$ cat src/rtl/rr_arb_merge.sv
// N-input arbitrated merge: round-robin or fixed-priority grant held for a whole
// packet, each flit tagged with its source index and queued in a small output FIFO.
module rr_arb_merge #(
  parameter int NUM_IN = 4,
  parameter int WIDTH  = 49,
  parameter int DEPTH  = 2,
  parameter int SRC_W  = $clog2(NUM_IN)
) (
  input  logic                    clk,
  input  logic                    rst_n,
  input  logic                    prio_mode,
  input  logic [NUM_IN-1:0]       in_valid,
  output logic [NUM_IN-1:0]       in_ready,
  input  logic [NUM_IN*WIDTH-1:0] in_data,
  input  logic [NUM_IN-1:0]       in_last,
  output logic                    out_valid,
  input  logic                    out_ready,
  output logic [WIDTH-1:0]        out_data,
  output logic                    out_last,
  output logic [SRC_W-1:0]        out_src,
  output logic [15:0]             grant_cnt
);

  localparam int PTR_W = $clog2(DEPTH);
  localparam int CNT_W = $clog2(DEPTH + 1);

  typedef enum logic {IDLE, LOCKED} state_t;

  typedef struct packed {
    logic [SRC_W-1:0] src;
    logic             last;
    logic [WIDTH-1:0] data;
  } flit_t;

  state_t           state, state_nxt;
  logic [SRC_W-1:0] lock_idx, rr_ptr;
  logic [SRC_W-1:0] rr_w, fix_w, win, sel;
  logic             space, push, pop;
  logic [CNT_W-1:0] count;
  logic [PTR_W-1:0] wr_ptr, rd_ptr;
  flit_t            mem [DEPTH];
  flit_t            push_flit, head;
  logic [WIDTH-1:0] ch_data [NUM_IN];

  for (genvar g = 0; g < NUM_IN; g++) begin : g_unpack
    assign ch_data[g] = in_data[g*WIDTH +: WIDTH];
  end

  assign space = (count < CNT_W'(DEPTH));

  // Round-robin search: first requester at or after rr_ptr, wrapping to 0.
  always_comb begin
    logic found;
    int   idx;
    // NOTE: every combinational output gets a default first, so no path leaves it unassigned (no latch).
    rr_w  = '0;
    found = 1'b0;
    for (int k = 0; k < NUM_IN; k++) begin
      idx = int'(rr_ptr) + k;
      if (idx >= NUM_IN) idx = idx - NUM_IN;
      if (!found && in_valid[SRC_W'(idx)]) begin
        found = 1'b1;
        rr_w  = SRC_W'(idx);
      end
    end
  end

  always_comb begin
    fix_w = '0;
    for (int i = NUM_IN - 1; i >= 0; i--) begin
      if (in_valid[SRC_W'(i)]) fix_w = SRC_W'(i);
    end
  end

  assign win = prio_mode ? fix_w : rr_w;

  // Grant: only registered state and in_valid feed in_ready, never out_ready.
  always_comb begin
    in_ready = '0;
    sel      = win;
    case (state)
      IDLE: begin
        if (rst_n && space && (|in_valid)) in_ready[win] = 1'b1;
      end
      LOCKED: begin
        sel                = lock_idx;
        in_ready[lock_idx] = space;
      end
      default: ;
    endcase
  end

  assign push = |(in_valid & in_ready);
  assign pop  = out_valid & out_ready;

  always_comb begin
    state_nxt = state;
    case (state)
      IDLE:    if (push && !in_last[sel]) state_nxt = LOCKED;
      LOCKED:  if (push &&  in_last[sel]) state_nxt = IDLE;
      default: state_nxt = IDLE;
    endcase
  end

  // NOTE: sequential state is updated with <= so every flop samples pre-edge values.
  always_ff @(posedge clk or negedge rst_n) begin
    if (!rst_n) state <= IDLE;
    else        state <= state_nxt;
  end

  // Arbitration bookkeeping only moves on a fresh grant taken from IDLE.
  always_ff @(posedge clk or negedge rst_n) begin
    if (!rst_n) begin
      lock_idx  <= '0;
      rr_ptr    <= '0;
      grant_cnt <= '0;
    end else if (state == IDLE && push) begin
      lock_idx <= win;
      rr_ptr   <= (win == SRC_W'(NUM_IN - 1)) ? '0 : win + 1'b1;
      if (grant_cnt != 16'hFFFF) grant_cnt <= grant_cnt + 16'd1;
    end
  end

  assign push_flit.src  = sel;
  assign push_flit.last = in_last[sel];
  assign push_flit.data = ch_data[sel];

  always_ff @(posedge clk or negedge rst_n) begin
    if (!rst_n) begin
      wr_ptr <= '0;
      rd_ptr <= '0;
      count  <= '0;
      // NOTE: storage is reset because the head entry drives out_* directly and must read 0 after reset.
      for (int i = 0; i < DEPTH; i++) mem[i] <= '0;
    end else begin
      if (push) begin
        mem[wr_ptr] <= push_flit;
        wr_ptr      <= wr_ptr + 1'b1;
      end
      if (pop) rd_ptr <= rd_ptr + 1'b1;
      case ({push, pop})
        2'b10:   count <= count + 1'b1;
        2'b01:   count <= count - 1'b1;
        default: ;
      endcase
    end
  end

  assign head      = mem[rd_ptr];
  assign out_valid = (count != '0);
  assign out_data  = head.data;
  assign out_last  = head.last;
  assign out_src   = head.src;

endmodule

$ cat config.mk
export PLATFORM = sky130hd
export DESIGN_NAME = rr_arb_merge
export DESIGN_NICKNAME = d
export VERILOG_FILES = /design/src/rtl/rr_arb_merge.sv
export SDC_FILE = /design/constraint.sdc
export NUM_CORES = 1
export LEC_CHECK = 0
export ABC_AREA = 0
export BUFFER_PORTS_ARGS = -buffer_cell sky130_fd_sc_hd__buf_2
export CORE_MARGIN = 2
export CORE_UTILIZATION = 35
export DETAILED_ROUTE_END_ITERATION = 12
export PLACE_DENSITY = 0.62
export SETUP_SLACK_MARGIN = 0.2
export SYNTH_ARGS = -nofsm -noshare
export SYNTH_HDL_FRONTEND = slang
export SYNTH_SLANG_ARGS = --single-unit
$ cat constraint.sdc
create_clock -name clk -period 10.1 [get_ports clk]
set_input_delay 2.525 -clock clk [delete_from_list [all_inputs] [get_ports clk]]
set_output_delay 2.525 -clock clk [all_outputs]
set_load 0.02 [all_outputs]
==> impl_summary.md <==
Pwr
The analysis attributes to net switching a power of ~1.8 mW. The leakage component of the power is 4.68 nW. The design internal power is about 1.8 mW.

The share of total power dissipated in the clock network is 0.165. The sequential group share of total power is 0.246. The worst-case IR drop observed on VDD is about 0.16 mV. The share of total power dissipated in combinational logic is 0.589. The overall power is 3.63 mW. Of the total power, the share spent switching nets is 0.490.

For this design the ratio of total power to cell area is 341 nW/um2.

STA
The minimum clock period is 7.03 ns. For this run, the top clock speed supported by timing is 142 MHz. The number of hold violations in the final report came to 0. Setup repair after global routing left no endpoint under its margin.

The final max-slew violation count is 0. Adding up every negative setup slack in the final design gives 0 ns. For the pin with the worst max-slew slack, the measured transition is around 1.1 ns.

The final clock skew is between 0.01 and 0.015 ns. The worst slew slack as a fraction of its limit is 0.286. Setup violations remaining at the end of the flow were counted as 0. In the finished design, the share of the clock period the worst path needs comes to 0.696.

Yosys
For this run, the number of Yosys warnings is 0. Yosys attributes the largest share of cell area to sky130_fd_sc_hd__dfrtp_1 (37%), sky130_fd_sc_hd__mux2_2 (6.9%), sky130_fd_sc_hd__o21ai_0 (6.4%). The number of synthesized flops with an enable pin is 0. The share of the Yosys chip area taken by registers is 0.375. In the synthesized netlist the async set-or-reset flop fraction comes to 1.00. Of the post-synthesis cell area, the dominant cell type holds 0.375. The average instance in the mapped netlist occupies around 9.4 um2. The synthesized netlist occupies a cell area of about 8600 um2.

In this run, distinct cell masters in the synthesized netlist total 60. By count the netlist is led by sky130_fd_sc_hd__dfrtp_1 (129), sky130_fd_sc_hd__nand2_1 (110), sky130_fd_sc_hd__o21ai_0 (110). The library cell with the highest instance count after synthesis is sky130_fd_sc_hd__dfrtp_1. The most used flip-flop cell after synthesis is sky130_fd_sc_hd__dfrtp_1. The net count of the mapped netlist is approximately 1100. Synthesis produced 920 cells.

The register bit count reported by yosys is ~130. The largest total area in the synthesized netlist belongs to sky130_fd_sc_hd__dfrtp_1.

Worst setup path
STA classifies the critical path startpoint as an input pin. Tracing the worst setup path back leads to its startpoint at in_valid[1]. The most critical setup path has its endpoint at in_ready[3]. Data on the critical path is required at its endpoint by around 7.6 ns.

The endpoint identified for the worst register-to-register timing path is mem[74]. The largest driver fanout on the critical path is 55. The critical path is of the in2out type. STA classifies the critical path endpoint as an output port. The arrival time at the worst endpoint is about 4.5 ns.

The worst reg-to-reg setup slack is roughly 5.3 ns. The cell depth of the worst flop-to-flop path is 12. The launching point of the worst reg2reg path is rr_ptr[1].

Clock tree
After clock tree synthesis, the repair step resized 0 gates. The TritonCTS buffer count is 17. The maximum count of clock buffers along a single path is 2. After clock tree synthesis, the flow added hold-fix buffers numbering 0. After clock tree synthesis, the clock-pin slew on the worst setup and hold paths is 0.06 ns. TritonCTS built the clock tree.

The cell sitting at the root of the clock tree is a sky130_fd_sc_hd__clkbuf_16. The H-tree was split into 4 levels. Clock latency on the worst-skew pair, taken at its later pin, is about 0.41 ns.

The number of clock sinks is roughly 130. The number of setup buffers added after CTS is 0.

Die
The floorplan has between 50 and 60 rows. Pin placement for this block handled 281 I/O pins. The floorplan step defined a die boundary enclosing 25900 um2. From left edge to right edge, the die measures 161 um.

The floorplan core area is about 24000 um2. From bottom edge to top edge, the die measures roughly 160 um. For this configuration, the core starts out at a cell density of 0.355.

Final layout
Of the cells placed in the final design, the portion with a size suffix greater than 1 is 0.413. The repair_antennas step left the layout with diodes totalling 0. The net count reported at finish is ~1300. The area growth from synthesis to layout is 23.4%.

Routing
In the routed layout, each cell is associated on average with a via count of 5.49. The post-detailed-route count of antenna-violating nets is 0. The violation count after the first detailed-routing iteration is around 500. The final wirelength is 26.0 mm. The detail-routed net length per standard cell is between 15 and 20 um. The detailed-route DRC error count is 0. The routed layout has around 8100 vias.

The detailed-router iteration count before antenna repair is 5.

GRT
For this run, global-route usage on met2 was measured as 0.343. The number of antenna violations at the first check in global routing is 0. The sum of overflow across all layers after global routing is 0.

The met1 usage in global routing is 0.263. The wire length of the first global-routing pass is 42.0 mm. The busiest metal layer after global routing is met2.

The number of global-route vias before repair is between 8000 and 9000. The aggregate global-route resource usage is 0.202. The maximum number of pins on one net before global-route repair is 101. The met3 routing resource usage after global routing is 0.0395.

Run status
The flow ran to the end, and the final reports show no timing, DRC or antenna violations.

Worst hold path
The path class of the tightest hold or removal check is reg2reg.

Placed design
The placed wire-length estimate after detailed placement is roughly 17 mm. Port buffering added 280 buffers. The congestion estimate from routability-driven global placement came to between 0.8 and 0.9.

Run
Max-cap violations in this run came to 0.
-- cells by family (layout without fill, tap and decap cells) --
group / count (synthesis) / in the layout / synth area share
adders and majority gates: 6 / 6 / 0.00872
DFF: 129 / 129 / 0.375
and+or+nand+nor: 169 / 169 / 0.0973
buffers and inverters: 108 / 332 / 0.0625
AOI/OAI and AO/OA: 435 / 435 / 0.367
xor gates and xnor gates: 18 / 18 / 0.0183
muxes: 55 / 55 / 0.0718
-- area by class of cell --
cell class,instances,area (um2)
Fill cell,2472,13600
Clock inverter,10,110
Timing Repair Buffer,293,1510
Tap cell,324,405
Sequential cell,129,3230
Clock buffer,22,464
Multi-Input combinational cell,683,4890
Inverter,7,26.3
-- registers in the layout, indices dropped and copies added, names as in the netlist, named ones only --
name       cells
mem          104
wr_ptr         1
lock_idx       2
rd_ptr         1
count          2
grant_cnt     16
rr_ptr         2
-- worst min-delay path by stage --
stage | end | cells after the start | slack (ns) | start
floorplan | mem[102] | 2 | 0.47 | mem[102]
global placement | grant_cnt[6] | 1 | 0.47 | grant_cnt[6]
detailed placement | grant_cnt[9] | 1 | 0.47 | grant_cnt[9]
CTS | grant_cnt[9] | 1 | 0.48 | grant_cnt[9]
global route | grant_cnt[6] | 1 | 0.50 | grant_cnt[6]
finish | grant_cnt[9] | 1 | 0.48 | grant_cnt[9]
-- power groups by stage --
stage                     combinational, mW  clock [mW]  sequential [mW]
after floorplan                        1.66           0            0.846
after global placement                 2.14           0            0.892
after detailed placement               2.15           0            0.900
after CTS                              2.16       0.617            0.891
after global routing                   2.36       0.646            0.927
final                                  2.14       0.599            0.892
-- metrics by stage --
stage / hold slack, ns / instances / cell area (um2) / setup slack (ns) / utilization
after floorplan: 0.470 / 920 / 8610 / 3.57 / -
after global placement: 0.473 / 1436 / 10100 / 3.14 / 0.415
after detailed placement: 0.473 / 1436 / 10100 / 3.10 / 0.415
after CTS: 0.484 / 1468 / 10600 / 3.10 / 0.438
after global routing: 0.501 / 1468 / 10600 / 2.99 / 0.438
final: 0.482 / 1468 / 10600 / 3.07 / 0.438
-- cells in the final DEF (no fill, tap or decap), drive strengths merged, types with 3 or more instances in the layout --
master and instances:
and4b 4, a21oi 101, nor3 6, clkbuf 22, ha 6, nor2 6, mux2 54, nand2 110
a211oi 100, o21ai 112, and3 3, buf 293, clkinv 4, a22o 3, nor2b 4, dfrtp 129
o31ai 102, nand3 5, nor3b 3, o31a 3, nand2b 6, xor2 13, nor4 6, inv 7
xnor2 5, a31oi 4, clkinvlp 4
-- metal layers --
layer | share of wire | routed length, um
met1 | 0.44 | 11400
met2 | 0.49 | 12800
met3 | 0.051 | 1330
met4 | 0.016 | 419
met5 | 0 | 0
-- worst max-delay path: stages --
cell	delay [ns]
sky130_fd_sc_hd__buf_2	0.16
sky130_fd_sc_hd__nor3b_2	0.08
sky130_fd_sc_hd__o311ai_4	0.27
sky130_fd_sc_hd__buf_4	0.52
sky130_fd_sc_hd__o31ai_1	0.28
sky130_fd_sc_hd__ha_1	0.29
sky130_fd_sc_hd__a32o_1	0.22
sky130_fd_sc_hd__buf_2	0.15
(Power assumes the default switching activity.)
